`src/rtl/alarm_pkg.sv`:
```
// Shared types, default phase lengths and helpers for the front-gate alarm controller.
package alarm_pkg;

   typedef enum logic [2:0] {
      DISARMED,
      ARMED,
      ENTRY,
      ALARM,
      REARM
   } state_t;

   localparam int DEF_ENTRY_CYC = 8;
   localparam int DEF_ALARM_CYC = 16;
   localparam int DEF_REARM_CYC = 4;
   localparam int DEF_FM_W      = 8;
   localparam int DEF_TRIP_W    = 4;

   // Increment that sticks at max_value instead of wrapping.
   function automatic int unsigned sat_inc(input int unsigned value,
                                           input int unsigned max_value);
      return (value >= max_value) ? max_value : value + 1;
   endfunction

endpackage

```
`src/rtl/alarm_timer.sv`:
```
// Loadable down-counter holding the remaining cycles of the current timed phase.
module alarm_timer #(
   parameter int FM_W = 8
) (
   input  logic            clk,
   input  logic            reset,
   input  logic            load,
   input  logic [FM_W-1:0] load_val,
   input  logic            en,
   output logic [FM_W-1:0] cnt,
   output logic            last
);

   // Load wins over decrement; the count parks at zero rather than wrapping.
   always_ff @(posedge clk or posedge reset) begin
      if (reset) begin
         cnt <= '0;
      end else if (load) begin
         cnt <= load_val;
      end else if (en && (cnt != '0)) begin
         cnt <= cnt - FM_W'(1);
      end
   end

   assign last = (cnt == FM_W'(1));

endmodule

```
`src/rtl/alarm_ctrl.sv`:
```
// Front-gate alarm: arms, runs an entry delay on a gate trip, sounds a timed siren,
// and supports disarm and exit-delay rearm.
module alarm_ctrl
   import alarm_pkg::*;
#(
   parameter int ENTRY_CYC = DEF_ENTRY_CYC,
   parameter int ALARM_CYC = DEF_ALARM_CYC,
   parameter int REARM_CYC = DEF_REARM_CYC,
   parameter int FM_W      = DEF_FM_W,
   parameter int TRIP_W    = DEF_TRIP_W
) (
   input  logic              clk,
   input  logic              reset,
   input  logic              frontgate_t,
   input  logic              request_t,
   input  logic              arm_req,
   output logic              alarm,
   output logic              armed,
   output logic [FM_W-1:0]   fm,
   output logic [TRIP_W-1:0] trip_cnt
);

   localparam int unsigned TRIP_MAX = (1 << TRIP_W) - 1;

   state_t          state;
   logic            fg_q;
   logic            trip;
   logic            tmr_load;
   logic [FM_W-1:0] tmr_val;
   logic            tmr_en;
   logic            fm_last;

   // fg_q resets high so a gate already open at reset release is not a trip.
   assign trip = frontgate_t & ~fg_q;

   alarm_timer #(
      .FM_W(FM_W)
   ) u_timer (
      .clk      (clk),
      .reset    (reset),
      .load     (tmr_load),
      .load_val (tmr_val),
      .en       (tmr_en),
      .cnt      (fm),
      .last     (fm_last)
   );

   // Timer control mirrors the state transitions below: load on phase entry,
   // load zero on any exit, otherwise count down while in a timed phase.
   always_comb begin
      tmr_load = 1'b0;
      tmr_val  = '0;
      tmr_en   = 1'b0;
      case (state)
         ARMED: begin
            if (!request_t && trip) begin
               tmr_load = 1'b1;
               tmr_val  = FM_W'(ENTRY_CYC);
            end
         end
         ENTRY: begin
            if (request_t) begin
               tmr_load = 1'b1;
            end else if (fm_last) begin
               tmr_load = 1'b1;
               tmr_val  = FM_W'(ALARM_CYC);
            end else begin
               tmr_en = 1'b1;
            end
         end
         ALARM, REARM: begin
            if (request_t || fm_last) begin
               tmr_load = 1'b1;
            end else begin
               tmr_en = 1'b1;
            end
         end
         DISARMED: begin
            if (arm_req) begin
               tmr_load = 1'b1;
               tmr_val  = FM_W'(REARM_CYC);
            end
         end
         default: begin
            tmr_load = 1'b1;
         end
      endcase
   end

   // Main FSM; alarm and armed are registered alongside the state so they
   // change on the same edge as the transition that implies them.
   always_ff @(posedge clk or posedge reset) begin
      if (reset) begin
         state    <= ARMED;
         alarm    <= 1'b0;
         armed    <= 1'b1;
         trip_cnt <= '0;
         fg_q     <= 1'b1;
      end else begin
         fg_q <= frontgate_t;
         case (state)
            ARMED: begin
               if (request_t) begin
                  state <= DISARMED;
                  armed <= 1'b0;
               end else if (trip) begin
                  state <= ENTRY;
               end
            end
            ENTRY: begin
               if (request_t) begin
                  state <= DISARMED;
                  armed <= 1'b0;
               end else if (fm_last) begin
                  state    <= ALARM;
                  alarm    <= 1'b1;
                  trip_cnt <= TRIP_W'(sat_inc(32'(trip_cnt), TRIP_MAX));
               end
            end
            ALARM: begin
               if (request_t) begin
                  state <= DISARMED;
                  alarm <= 1'b0;
                  armed <= 1'b0;
               end else if (fm_last) begin
                  state <= ARMED;
                  alarm <= 1'b0;
               end
            end
            DISARMED: begin
               if (arm_req) begin
                  state <= REARM;
               end
            end
            REARM: begin
               if (request_t) begin
                  state <= DISARMED;
               end else if (fm_last) begin
                  state <= ARMED;
                  armed <= 1'b1;
               end
            end
            default: begin
               state <= ARMED;
               alarm <= 1'b0;
               armed <= 1'b1;
            end
         endcase
      end
   end

endmodule

```
`config.mk`:
```
export PLATFORM = sky130hd
export DESIGN_NAME = alarm_ctrl
export DESIGN_NICKNAME = d
export VERILOG_FILES = /design/src/rtl/alarm_pkg.sv /design/src/rtl/alarm_timer.sv /design/src/rtl/alarm_ctrl.sv
export SDC_FILE = /design/constraint.sdc
export NUM_CORES = 1
export LEC_CHECK = 0
export CAP_MARGIN = 20
export CELL_PAD_IN_SITES_DETAIL_PLACEMENT = 1
export CELL_PAD_IN_SITES_GLOBAL_PLACEMENT = 2
export CORE_AREA = 8 8 68 70
export CTS_BUF_LIST = sky130_fd_sc_hd__clkbuf_2 sky130_fd_sc_hd__clkbuf_4 sky130_fd_sc_hd__clkbuf_8
export DETAILED_ROUTE_END_ITERATION = 8
export DIE_AREA = 0 0 76 78
export PLACE_DENSITY = 0.76
export SLEW_MARGIN = 30
export SYNTH_ARGS = -nofsm -noshare
export SYNTH_HDL_FRONTEND = slang
export SYNTH_HIERARCHICAL = 1
export SYNTH_SLANG_ARGS = --single-unit
```
`constraint.sdc`:
```
create_clock -name clk -period 3.3 [get_ports clk]
set_input_delay 0.825 -clock clk [delete_from_list [all_inputs] [get_ports clk]]
set_output_delay 0.825 -clock clk [all_outputs]
set_load 0.01 [all_outputs]
```
=== Word-level counts from Yosys, hierarchy flattened ===
Index checks and enable logic that the tools add are counted.

* Flip-flop bits (word level): 18
* Input port bits: 5
* Output and inout port bits: 14
* Logic and storage cells: 76

* Add/sub/neg operators: 2
* Order comparisons: 1
* Equal/unequal tests: 15
* Mux-type cells: 33
* Bitwise gates (word level): 5
* Reduce and logical (&&, ||, !) cells: 14

{| class="wikitable"
|+ Operators with widths
! cell !! number
|-
| two-way mux 3 bit || 8
|-
| two-way mux 8 bit || 2
|-
| case mux 5 bit (3 select lines) || 1
|-
| two-way mux 1 bit || 13
|-
| case mux 3 bit (4 select lines) || 1
|-
| AND reduction 4 bit || 3
|-
| two-way mux 5 bit || 2
|-
| inequality test 2 bit, second input constant || 5
|-
| inequality test 3 bit, second input constant || 3
|-
| == test 8 x 1 -> 1 bit, second input constant || 1
|-
| two-way mux 4 bit || 2
|-
| nonzero test 8 bit || 1
|-
| subtractor 8 x 1 -> 8 bit, second input constant || 1
|-
| == test 3 x 2 -> 1 bit, second input constant || 2
|-
| case mux 1 bit (3 select lines) || 2
|-
| OR reduction 3 bit || 2
|-
| adder 4 x 1 -> 4 bit, second input constant || 1
|-
| greater-or-equal comparator 4 bit, second input constant || 1
|-
| inverter 1 bit || 4
|-
| case mux 1 bit (4 select lines) || 1
|-
| == test 3 x 1 -> 1 bit, second input constant || 1
|-
| == test 3 bit, second input constant || 1
|-
| logical NOT 3 bit || 1
|-
| inequality test 3 x 1 -> 1 bit, second input constant || 1
|-
| other kinds (9) || 10
|}

=== Depth between registers and ports, before layout ===
* Depth in word-level cells: 7
* Gate-level depth with buffers: 10
* Gate-level depth less buffers: 9

=== Cells and area by module ===
Netlist, hierarchy kept.

{| class="wikitable"
|+ By module, submodules not included
! module !! times used !! cells an instance !! area each (sq um) !! seq. area each (sq um)
|-
| alarm_ctrl || 1 || 64 || 588.1 || 254.0
|-
| alarm_timer || 1 || 64 || 556.8 || 200.2
|}

=== Least setup slack after synthesis ===
No wires, ideal clock.

* Kind: input-to-reg
* Start point: input request_t
* End point: register u_timer.cnt[7]
* Library setup time: 82 ps
* Arrival time: 2680 ps
* Data required time: 3218 ps
* Setup slack: 538 ps
* Cell stages on the path: 7
* Path buffers: 2
* Path through: buf_2 or2_2 a21oi_2 clkbuf_1 or4b_1 or4_1 a31oi_1

* Longest elaborated chain between the ends: 5
* Elaborated cells between the ends (all ways): 13
* Classes of those cells: mux: 8; reduce/logical: 5

{| class="wikitable"
|+ RTL lines
! what !! RTL line !! source
|-
| start, declared || alarm_ctrl.sv:15 || <nowiki>input logic request_t,</nowiki>
|-
| logical OR 1 bit || alarm_ctrl.sv:72 || <nowiki>if (request_t || fm_last) begin</nowiki>
|-
| two-way mux 1 bit || alarm_ctrl.sv:72 ||
|-
| case mux 1 bit (2 select lines) (*) || alarm_ctrl.sv:54 || <nowiki>case (state)</nowiki>
|-
| via tmr_en || alarm_ctrl.sv:30 || <nowiki>logic tmr_en;</nowiki>
|-
| logical AND 1 bit (*) || alarm_timer.sv:20 || <nowiki>end else if (en && (cnt != '0)) begin</nowiki>
|-
| nonzero test 2 bit (no source line) (*) || -- ||
|-
| end signal, assigned || alarm_timer.sv:19 || <nowiki>cnt <= load_val;</nowiki>
|-
| end signal, assigned || alarm_timer.sv:21 || <nowiki>cnt <= cnt - FM_W'(1);</nowiki>
|-
| end, declared || alarm_timer.sv:10 || <nowiki>output logic [FM_W-1:0] cnt,</nowiki>
|}

Mark *: on every way through the listed nets, which the timed path passes. The rest lies on a longest branch.
A chain may end at the register's enable or synchronous reset.

=== Final worst setup path ===
* Start point: register u_timer.cnt[1]
* End point: register u_timer.cnt[7]

* Longest elaborated chain between the ends: 6
* Elaborated cells between the ends (all ways): 16
* Classes of those cells: add/sub: 1; eq/ne: 1; mux: 10; reduce/logical: 4

{| class="wikitable"
|+ RTL lines
! what !! RTL line !! source
|-
| == test 8 x 1 -> 1 bit (*) || alarm_timer.sv:25 || <nowiki>assign last = (cnt == FM_W'(1));</nowiki>
|-
| via fm_last || alarm_ctrl.sv:31 || <nowiki>logic fm_last;</nowiki>
|-
| two-way mux 1 bit or logical OR 1 bit (tied branches) || alarm_ctrl.sv:64, alarm_ctrl.sv:72 ||
|-
| two-way mux 1 bit, on equally long branches || alarm_ctrl.sv:62, alarm_ctrl.sv:72 ||
|-
| case mux 1 bit (2 select lines) (*) || alarm_ctrl.sv:54 ||
|-
| via tmr_en || alarm_ctrl.sv:30 ||
|-
| logical AND 1 bit (*) || alarm_timer.sv:20 ||
|-
| nonzero test 2 bit (no source line) (*) || -- ||
|}

Mark *: on every way through the listed nets, which the timed path passes. The rest lies on a longest branch. The select of a mux whose other input is x is not followed.

==> flow_metrics.tcl <==
set metrics [dict create \
    status "completed" \
    synth_fa_ha_area_share_pct 4.37 \
    critical_path_class "flip-flop to flip-flop" \
    grt_max_degree 15 \
    fp.dieW_um 76 \
    synth_seq_cells 18 \
    drt_iter0_drc 17 \
    drc 0 \
    yosysTopAreaCell "dfrtp_1" \
    crit_fanout 9 \
    met1Wirelength_um 1360 \
    dp.final_hpwl_um 2360 \
    rsz0062_at_grt "false" \
    reg2reg_from "u_timer/cnt[1]$_DFFE_PP0P_" \
    synthTopCellsByCount "dfrtp_1, nor2_1, inv_1, a21oi_1, a31oi_1" \
    synth_compound_area_share_pct 19.6 \
    core_area_sq_mm 0.00355 \
    cts_sinks 18 \
    powerDensity_mw_per_mm2 733 \
    wire_per_inst_um 15.1 \
    netlist_area_sq_mm 0.00114 \
    synth_enable_flop_cells 0 \
    wl_met3_um 156 \
    n_fill_cell 418 \
    placementRows 22 \
    cts_resized 0 \
    ant_nets 0 \
    rrSetupSlack_ns 0.51 \
    end_kind "flip-flop" \
    cts_setup_buffers 0 \
    setup_slack_ns 0.509 \
    grt_pass1_wl_um 5350 \
    critPathLaunchType "flip-flop" \
    place_ws_ns 0.235 \
    synth_seq_area_share_pct 39.7 \
    synthSimpleGateAreaFrac_pct 27.0 \
    fin_skew_ns 0.00891 \
    max_stage_delay_ns 0.49 \
    cts_buffers 3 \
    yosysMostFrequentCell "dfrtp_1" \
    worstPathArrival_ns 3.03 \
    die_h_um 78 \
    fin_nets 162 \
    floorplan.initialDensity_pct 32.2 \
    hold_path.class "flip-flop to flip-flop" \
    ys_top_cells_by_area "dfrtp_1, dfstp_2, ha_1, a31oi_1, nor2_1" \
    synth_top_family_by_area "simple AND/OR/NAND/NOR gates" \
    grtUsageTotal_pct 10.7 \
    cap_violations 0 \
    setup_violations 0 \
    synth.avg_cell_area_sq_um 8.94 \
    area_growth_pct 25.8 \
    clk_latency_ns 0.30 \
    post_route_cells_drive_above_1_share_pct 11.8 \
    startpoint "u_timer/cnt[1]$_DFFE_PP0P_" \
    cts.reportedPaths.clkPinSlew_ns 0.12 \
    syn_inst 128 \
    cts_tree "done" \
    cp_cell_sequence "inv_1 -> ha_1 -> nor4b_1 -> buf_4 -> or2_2 -> a21oi_2 -> or4b_1 -> or4_1 -> a31oi_1" \
    drv_slew 0 \
    critical_path.endpoint "u_timer/cnt[7]$_DFFE_PP0P_" \
    via_per_inst 5.24 \
    setup_tns_ns 0 \
    ctsRootBufferMaster "clkbuf_4" \
    ioPinCount 19 \
    ys.flop_type "dfrtp_1" \
    antenna_found_initial 0 \
    p_leak_uw 0.000587 \
    totalWireLength_um 3010 \
    fmax_mhz 358 \
    vdd_drop_max_mv 0.278 \
    synth_xor_xnor_area_share_pct 0 \
    finalCriticalPeriod_ns 2.79 \
    yosys_warnings 6 \
    final_hold_viol_count 0 \
    grt-ovfl-total 0 \
    holdBufCountCts 0 \
    cts_max_path_buffers 2 \
    r2r_end "u_timer/cnt[7]$_DFFE_PP0P_" \
    vias 1048 \
    diodes 0 \
    r2r_cells 9 \
    dr.max_layer_used "met4" \
    period_share_pct 84.6 \
    dieArea_sq_mm 0.00593 \
    cp.required_ns 3.54 \
    portBuffers 18 \
    firstDrtPassIters 4 \
    synth_mux_area_share_pct 1.86 \
    grt_pass1_vias 1111 \
    cpMaxStageDelayCell "or4b_1" \
    wl_met2_um 1480 \
    synthDistinctLibCells 44 \
    netlist.area_leader.share_pct 32.8 \
    gp_congestion 0.800 \
    htreeDepth 1 \
    ys_async_sr_fraction_pct 100 \
]
sequential cells by signal (all words and copies together), names as in the netlist:
register and count:
u_timer/cnt 8, trip_cnt 4, state 3, alarm 1
armed 1, fg_q 1
cells by family after synthesis:
kind of cell | after synthesis
AND/OR/NAND/NOR | 50
AO/OA/AOI/OAI | 34
buffers and inverters | 19
flip-flops | 18
adder cells (fa/ha/maj) | 4
multiplexers | 2
other | 1
area by class of cell:
cell class	count	area [sq um]	share of cell area, %
Sequential cell	18	454	31.5
Clock buffer	4	36.3	2.52
Tap cell	48	60.1	4.17
Inverter	11	41.3	2.87
Multi-Input combinational cell	95	623	43.3
Timing Repair Buffer	24	225	15.6
metal layers:
metal  GRT usage (%)  up-vias
met3            3.23        2
met2            18.0       14
li1                -      515
met5               0        -
met1            12.9      517
met4            2.94        0
worst max-delay path: cells and delay by family, from the launching register on:
kind                       cells  cell delay (ns)
and+or+nand+nor                4             1.34
AOI/OAI and AO/OA              2             0.48
DFF                            1             0.44
buffers and inverters          2             0.26
adders and majority gates      1             0.19
worst min-delay path by stage:
stage,from,end,slack (ns),cells past startpoint
after detailed placement,alarm$_DFFE_PP0P_,alarm$_DFFE_PP0P_,0.52,2
after floorplan,alarm$_DFFE_PP0P_,alarm$_DFFE_PP0P_,0.55,2
after global placement,alarm$_DFFE_PP0P_,alarm$_DFFE_PP0P_,0.50,2
after CTS,alarm$_DFFE_PP0P_,alarm$_DFFE_PP0P_,0.54,2
final,alarm$_DFFE_PP0P_,alarm$_DFFE_PP0P_,0.53,2
after global routing,armed$_DFFE_PP1P_,armed$_DFFE_PP1P_,0.58,1
metrics by stage:
step	instance area [sq um]	power, uW	std cells	hold WS (ns)	utilization [%]
detailed placement	1400	923	196	0.515	39.5
global placement	1400	912	196	0.505	39.5
finish	1440	1060	200	0.526	40.6
floorplan	1160	697	132	0.547	-
global route	1440	1140	200	0.581	40.6
CTS	1440	1070	200	0.541	40.6
power by group:
part / leakage, uW / total (uW) / switching (uW) / internal (uW)
sequential: 0.000221 / 396 / 103 / 293
clock: 0.0000210 / 143 / 75.5 / 67.2
combinational: 0.000346 / 516 / 264 / 252
placed cells by master (no fill, tap or decap), types with 2 or more instances in the layout:
cell and count:
a21oi_1 8, a31oi_1 7, dfstp_2 3, nand2_1 3
nand3_1 5, ha_1 4, a211oi_1 2, nor4_1 2
nand4_1 2, o41ai_1 2, inv_1 10, nor3b_1 3
clkdlybuf4s50_1 18, nand2b_1 3, conb_1 5, clkbuf_4 3
o2111ai_1 2, o21ai_0 5, and2_1 3, nor2b_1 3
or4_1 5, nor2_1 11, dfrtp_1 15, nor3_1 2
buf_4 6
Power figures use the tool's default switching activity.
